<file path="config.mk">
export PLATFORM = sky130hd
export DESIGN_NAME = sc_speedlevel_ctrl
export DESIGN_NICKNAME = d
export VERILOG_FILES = /design/src/rtl/sc_speedctrl_pkg.sv /design/src/rtl/sc_speedctrl_levelcnt.sv /design/src/rtl/sc_speedlevel_ctrl.sv
export SDC_FILE = /design/constraint.sdc
export NUM_CORES = 1
export LEC_CHECK = 0
export CAP_MARGIN = 25
export CORE_MARGIN = 2
export CORE_UTILIZATION = 40
export CTS_BUF_LIST = sky130_fd_sc_hd__clkbuf_2
export DETAILED_ROUTE_END_ITERATION = 12
export PLACE_DENSITY_LB_ADDON = 0.1
export SLEW_MARGIN = 40
export SYNTH_ARGS = -nofsm -noshare
export SYNTH_HDL_FRONTEND = slang
export SYNTH_SLANG_ARGS = --single-unit
</file>
<file path="constraint.sdc">
create_clock -name SC_upSPEEDCOUNTER_CLOCK_50 -period 3.6 [get_ports SC_upSPEEDCOUNTER_CLOCK_50]
set_input_delay 0.9 -clock SC_upSPEEDCOUNTER_CLOCK_50 [delete_from_list [all_inputs] [get_ports SC_upSPEEDCOUNTER_CLOCK_50]]
set_output_delay 0.9 -clock SC_upSPEEDCOUNTER_CLOCK_50 [all_outputs]
set_load 0.05 [all_outputs]
</file>
<file path="src/rtl/sc_speedctrl_pkg.sv">
// Shared definitions for the speed-level sequencer: FSM encoding, level ceiling
// and the default tick periods for a 50 MHz clock.
package sc_speedctrl_pkg;

  typedef enum logic [1:0] {
    IDLE  = 2'd0,
    RUN   = 2'd1,
    PAUSE = 2'd2
  } sc_state_e;

  localparam logic [1:0] LEVEL_MAX = 2'd3;

  localparam int          SC_DATAWIDTH_DEFAULT = 23;
  localparam logic [22:0] SC_THRESH0_DEFAULT   = 23'd5000000;
  localparam logic [22:0] SC_THRESH1_DEFAULT   = 23'd2500000;
  localparam logic [22:0] SC_THRESH2_DEFAULT   = 23'd1250000;
  localparam logic [22:0] SC_THRESH3_DEFAULT   = 23'd625000;

endpackage

</file>
<file path="src/rtl/sc_speedctrl_levelcnt.sv">
// Counts period ticks and steps a saturating 0..3 speed level every
// TICKS_PER_LEVEL ticks; a restart request returns both to zero.
module sc_speedctrl_levelcnt
  import sc_speedctrl_pkg::*;
#(
  parameter int TICKS_PER_LEVEL = 16
) (
  input  logic       clock_i,
  input  logic       reset_i,
  input  logic       tick_i,
  input  logic       restart_i,
  output logic [1:0] level_o
);

  localparam int            TW        = (TICKS_PER_LEVEL > 1) ? $clog2(TICKS_PER_LEVEL) : 1;
  localparam logic [TW-1:0] TICK_LAST = TW'(TICKS_PER_LEVEL - 1);

  logic [TW-1:0] tickCnt_q, tickCnt_d;
  logic [1:0]    level_q, level_d;

  // Once the level saturates the tick counter keeps wrapping so the
  // pacing stays consistent with earlier levels.
  always_comb begin
    tickCnt_d = tickCnt_q;
    level_d   = level_q;
    if (restart_i) begin
      tickCnt_d = '0;
      level_d   = 2'd0;
    end else if (tick_i) begin
      if (tickCnt_q == TICK_LAST) begin
        tickCnt_d = '0;
        if (level_q != LEVEL_MAX) begin
          level_d = level_q + 2'd1;
        end
      end else begin
        tickCnt_d = tickCnt_q + TW'(1);
      end
    end
  end

  always_ff @(posedge clock_i or posedge reset_i) begin
    if (reset_i) begin
      tickCnt_q <= '0;
      level_q   <= 2'd0;
    end else begin
      tickCnt_q <= tickCnt_d;
      level_q   <= level_d;
    end
  end

  assign level_o = level_q;

endmodule

</file>
<file path="src/rtl/sc_speedlevel_ctrl.sv">
// Sequencer for the external free-running speed counter: restarts it at a
// level-dependent threshold, emits a tick per period and steps the speed level.
module sc_speedlevel_ctrl
  import sc_speedctrl_pkg::*;
#(
  parameter int                   DATAWIDTH       = SC_DATAWIDTH_DEFAULT,
  parameter logic [DATAWIDTH-1:0] THRESH0         = DATAWIDTH'(SC_THRESH0_DEFAULT),
  parameter logic [DATAWIDTH-1:0] THRESH1         = DATAWIDTH'(SC_THRESH1_DEFAULT),
  parameter logic [DATAWIDTH-1:0] THRESH2         = DATAWIDTH'(SC_THRESH2_DEFAULT),
  parameter logic [DATAWIDTH-1:0] THRESH3         = DATAWIDTH'(SC_THRESH3_DEFAULT),
  parameter int                   TICKS_PER_LEVEL = 16
) (
  input  logic                 SC_upSPEEDCOUNTER_CLOCK_50,
  input  logic                 SC_upSPEEDCOUNTER_RESET_InHigh,
  input  logic                 start_InLow,
  input  logic                 pause_InLow,
  input  logic [DATAWIDTH-1:0] count_data_InBUS,
  output logic                 upcount_OutLow,
  output logic                 clear_OutLow,
  output logic                 tick_OutHigh,
  output logic [1:0]           level_OutBUS,
  output logic [1:0]           state_OutBUS
);

  sc_state_e            state_q, state_d;
  logic                 tick_q, tick_d;
  logic [1:0]           level;
  logic [DATAWIDTH-1:0] threshSel;
  logic [DATAWIDTH-1:0] threshLast;
  logic                 thresholdHit;
  logic                 startReq;

  always_comb begin
    unique case (level)
      2'd0:    threshSel = THRESH0;
      2'd1:    threshSel = THRESH1;
      2'd2:    threshSel = THRESH2;
      default: threshSel = THRESH3;
    endcase
  end

  // Greater-or-equal so a counter that somehow overshoots is still recovered.
  assign threshLast   = threshSel - DATAWIDTH'(1);
  assign thresholdHit = (count_data_InBUS >= threshLast);
  assign startReq     = ~start_InLow;

  // Priority inside RUN: restart, then threshold clear, then pause; a
  // threshold hit still clears and ticks even when pause arrives with it.
  always_comb begin
    state_d        = state_q;
    tick_d         = 1'b0;
    upcount_OutLow = 1'b1;
    clear_OutLow   = 1'b1;
    unique case (state_q)
      IDLE: begin
        clear_OutLow = 1'b0;
        if (startReq) state_d = RUN;
      end
      RUN: begin
        upcount_OutLow = 1'b0;
        if (startReq) begin
          clear_OutLow = 1'b0;
        end else if (thresholdHit) begin
          clear_OutLow = 1'b0;
          tick_d       = 1'b1;
          if (!pause_InLow) state_d = PAUSE;
        end else if (!pause_InLow) begin
          state_d = PAUSE;
        end
      end
      PAUSE: begin
        if (startReq) begin
          clear_OutLow = 1'b0;
          state_d      = RUN;
        end else if (pause_InLow) begin
          state_d = RUN;
        end
      end
      default: begin
        clear_OutLow = 1'b0;
        state_d      = IDLE;
      end
    endcase
  end

  always_ff @(posedge SC_upSPEEDCOUNTER_CLOCK_50 or posedge SC_upSPEEDCOUNTER_RESET_InHigh) begin
    if (SC_upSPEEDCOUNTER_RESET_InHigh) begin
      state_q <= IDLE;
      tick_q  <= 1'b0;
    end else begin
      state_q <= state_d;
      tick_q  <= tick_d;
    end
  end

  sc_speedctrl_levelcnt #(
    .TICKS_PER_LEVEL(TICKS_PER_LEVEL)
  ) uLevelCnt (
    .clock_i  (SC_upSPEEDCOUNTER_CLOCK_50),
    .reset_i  (SC_upSPEEDCOUNTER_RESET_InHigh),
    .tick_i   (tick_q),
    .restart_i(startReq),
    .level_o  (level)
  );

  assign tick_OutHigh = tick_q;
  assign level_OutBUS = level;
  assign state_OutBUS = state_q;

endmodule

</file>
==> results.toml <==
[placement]
io_buffers = 33
hpwlAfterDp_mm = 2.104
place_area_mm2 = 0.001521
gp_congestion = 0.7914

[clock_network]
cts_buffer_depth = 2
cts_tree = "yes"
clk_pin_slew_worst_paths_ps = 80
htreeDepth = 1
cts_num_sinks = 9
cts_buffers = 3
cts-root-buf = "clkbuf_2"
clk_latency_ps = 260

[route]
drc_errors = 0
drtIter0Drc = 17
detail-route-antenna-nets = 0
via_count = 1064
drt-vias-per-instance = 5.140
totalWireLength_mm = 2.819
avgRoutedWirePerCell_um = 13.62
firstDrtPassIters = 3

[sta]
skew_ps = 14.04
fmax_mhz = 278.1
setup-tns-final_ps = 0
finalMaxSlewViolations = 0
min_period_over_period_pct = 99.87
finalCriticalPeriod_ps = 3595
tightest_slew_ps = 494.2
hold_violations = 0
max-slew-margin-rel_pct = 66.95
setup_viol = 0
whs_ps = 582.9

[synth]
synth_top_family_by_area = "adder cells"
synth.avg_cell_area_um2 = 8.719
synth.distinct_cells = 28
synth_edf_count = 0
synthCells = 127
yosys_warnings = 0
async_flop_share_pct = 100.0
yosys.area_share.adder_pct = 36.16
synth_top_area_share_pct = 36.16
synthTopCellsByArea = "ha_1 (36%), dfrtp_1 (20%), inv_1 (4.7%)"
syn-num-nets = 186
synth_compound_area_share_pct = 15.82
synthMuxAreaShare_pct = 0.9040
synthXorXnorAreaFrac_pct = 2.373
synth-simple-area-share_pct = 19.32
ys_seq_area_share_pct = 20.34
synthFlopType = "dfrtp_1"
yosys.area.top_type = "ha_1"
synth_seq_cells = 9
netlist_area_mm2 = 0.001107

[floorplanning]
die-area_mm2 = 0.003205
die_w_um = 56.62
start_util_pct = 41.22
num_rows = 19
ios = 34
core_area_mm2 = 0.002686
chipHeight_um = 56.62

[grt]
grt_pass1_wl_mm = 4.298
grt_antenna_before_repair = 0
grt_start_max_net_pins = 12
grt.overflow.total = 0
grt_pass1_vias = 1068
grtUsageTotal_pct = 17.07

[layout]
finalNetCount = 236
antenna_cells = 0
fin_area_mm2 = 0.001777
drive_above_1_share_pct = 22.73
syn_to_final_growth_pct = 60.45
final_util_pct = 66.14

[critical_path]
cp-startpoint = "count_data_InBUS[6]"
critPathArrivalTime_ps = 2700
setup.worst_path.end = "clear_OutLow"
r2r-start = "uLevelCnt.level_o[0]"
critPathLaunchType = "input pin"
r2r_end = "tick_OutHigh"
cp_data_required_time_ps = 2700
r2r_setup_slack_ps = 900
r2r_cells = 11
path_class = "input pin to primary output"
worst_setup_path_end_kind = "primary output"
critPathMaxFanout = 2

[run_status]
status = "finished clean"

[min_path]
hold_path.class = "register to register"

[power]
vdd_ir_drop_max_mv = 0.3356
p_per_area_mw_per_mm2 = 288.9
leakagePower_nw = 0.8220
p_total_uw = 513.2

[job]
max-cap-violations = 0
-- stage by stage --
stage          instances  setup slack, ps
2_1_floorplan        127            138.2
3_3_place_gp         193           -82.10
3_5_place_dp         193           -83.69
4_1_cts              198            6.361
5_1_grt              207           -42.03
6_report             207            4.546
-- where the power goes --
part	internal, mW	total (mW)	switching, mW
Combinational	0.132	0.313	0.182
Clock	0.0295	0.0663	0.0368
Sequential	0.115	0.134	0.0182
Total	0.277	0.513	0.237
-- registers in the layout, indices dropped and copies added, names as in the netlist --
name                 flops
state_OutBUS             2
tick_OutHigh             1
uLevelCnt.tickCnt_q      4
uLevelCnt.level_o        2
-- cells in the mapped netlist (2+ instances only) --
cell type	number
a21oi_1	10
nand2_1	12
nor2_1	5
o21ai_0	6
nand4_1	6
nand3_1	6
inv_1	14
nor2b_1	2
and2_1	3
a21boi_1	3
ha_1	32
xnor2_1	2
nor3_2	2
dfrtp_1	9
a211oi_1	2
-- critical path, stage by stage --
cell	delay, ps
clkdlybuf4s50_1	400
ha_1	300
nand4_1	190
nor2_8	60
o311ai_2	310
o21ai_2	140
o31ai_4	220
buf_12	170
-- final cells by class --
cell class	count	area (um2)
clock buffers	4	20.02
inverters	14	60.06
fillers	230	909.6
well taps	31	38.79
flip-flops and latches	9	227.7
multi-input cells	103	979.7
repair buffers	46	450.4
-- routing by layer --
layer / GRT usage [%] / share of wire, % / vias to the layer above
met3: 5.069 / 4.3 / 4
met1: 18.30 / 41 / 480
li1: - / - / 552
met5: 0 / 0 / -
met2: 32.39 / 54 / 28
met4: 3.741 / 0.89 / 0
-- worst min-delay path by stage --
stage,from,endpoint,cells after the start
6_report,state_OutBUS[0],state_OutBUS[0],2
5_1_grt,uLevelCnt.tickCnt_q[3],uLevelCnt.tickCnt_q[3],2
4_1_cts,state_OutBUS[0],state_OutBUS[0],2
3_5_place_dp,state_OutBUS[0],state_OutBUS[0],2
3_3_place_gp,uLevelCnt.tickCnt_q[3],uLevelCnt.tickCnt_q[3],2
2_1_floorplan,uLevelCnt.tickCnt_q[3],uLevelCnt.tickCnt_q[3],2
-- cell families after synthesis --
group,count (synthesis)
compound gates,28
simple gates,39
buf+inv,15
mux,1
fa+ha+maj,32
flops,9
xor+xnor,3
-- placed cells by master (no fill, tap or decap), drive strengths merged --
cell type and count:
mux2i 1, xor2 1, nor2 6, nand3 6, a21oi 11, dlymetal6s2s 5
o311a 1, a211oi 2, nand2 12, or3 1, o31ai 1, a311oi 1
o311ai 1, ha 32, xnor2 2, o21ai 7, nand4 6, a21boi 3
and2 3, clkinvlp 2, nor2b 2, dfrtp 9, clkdlybuf4s50 27, clkbuf 4
nor3 3, inv 12, buf 14, a211o 1
-- repair_timing --
action	in CTS	in global routing
pin swaps	1	17
setup endpoints to repair	1	1
endpoints found under the hold margin	0	0
gates resized for setup	3	20
hold buffers	0	0
buffers inserted	1	9
(Power assumes the default switching activity.)
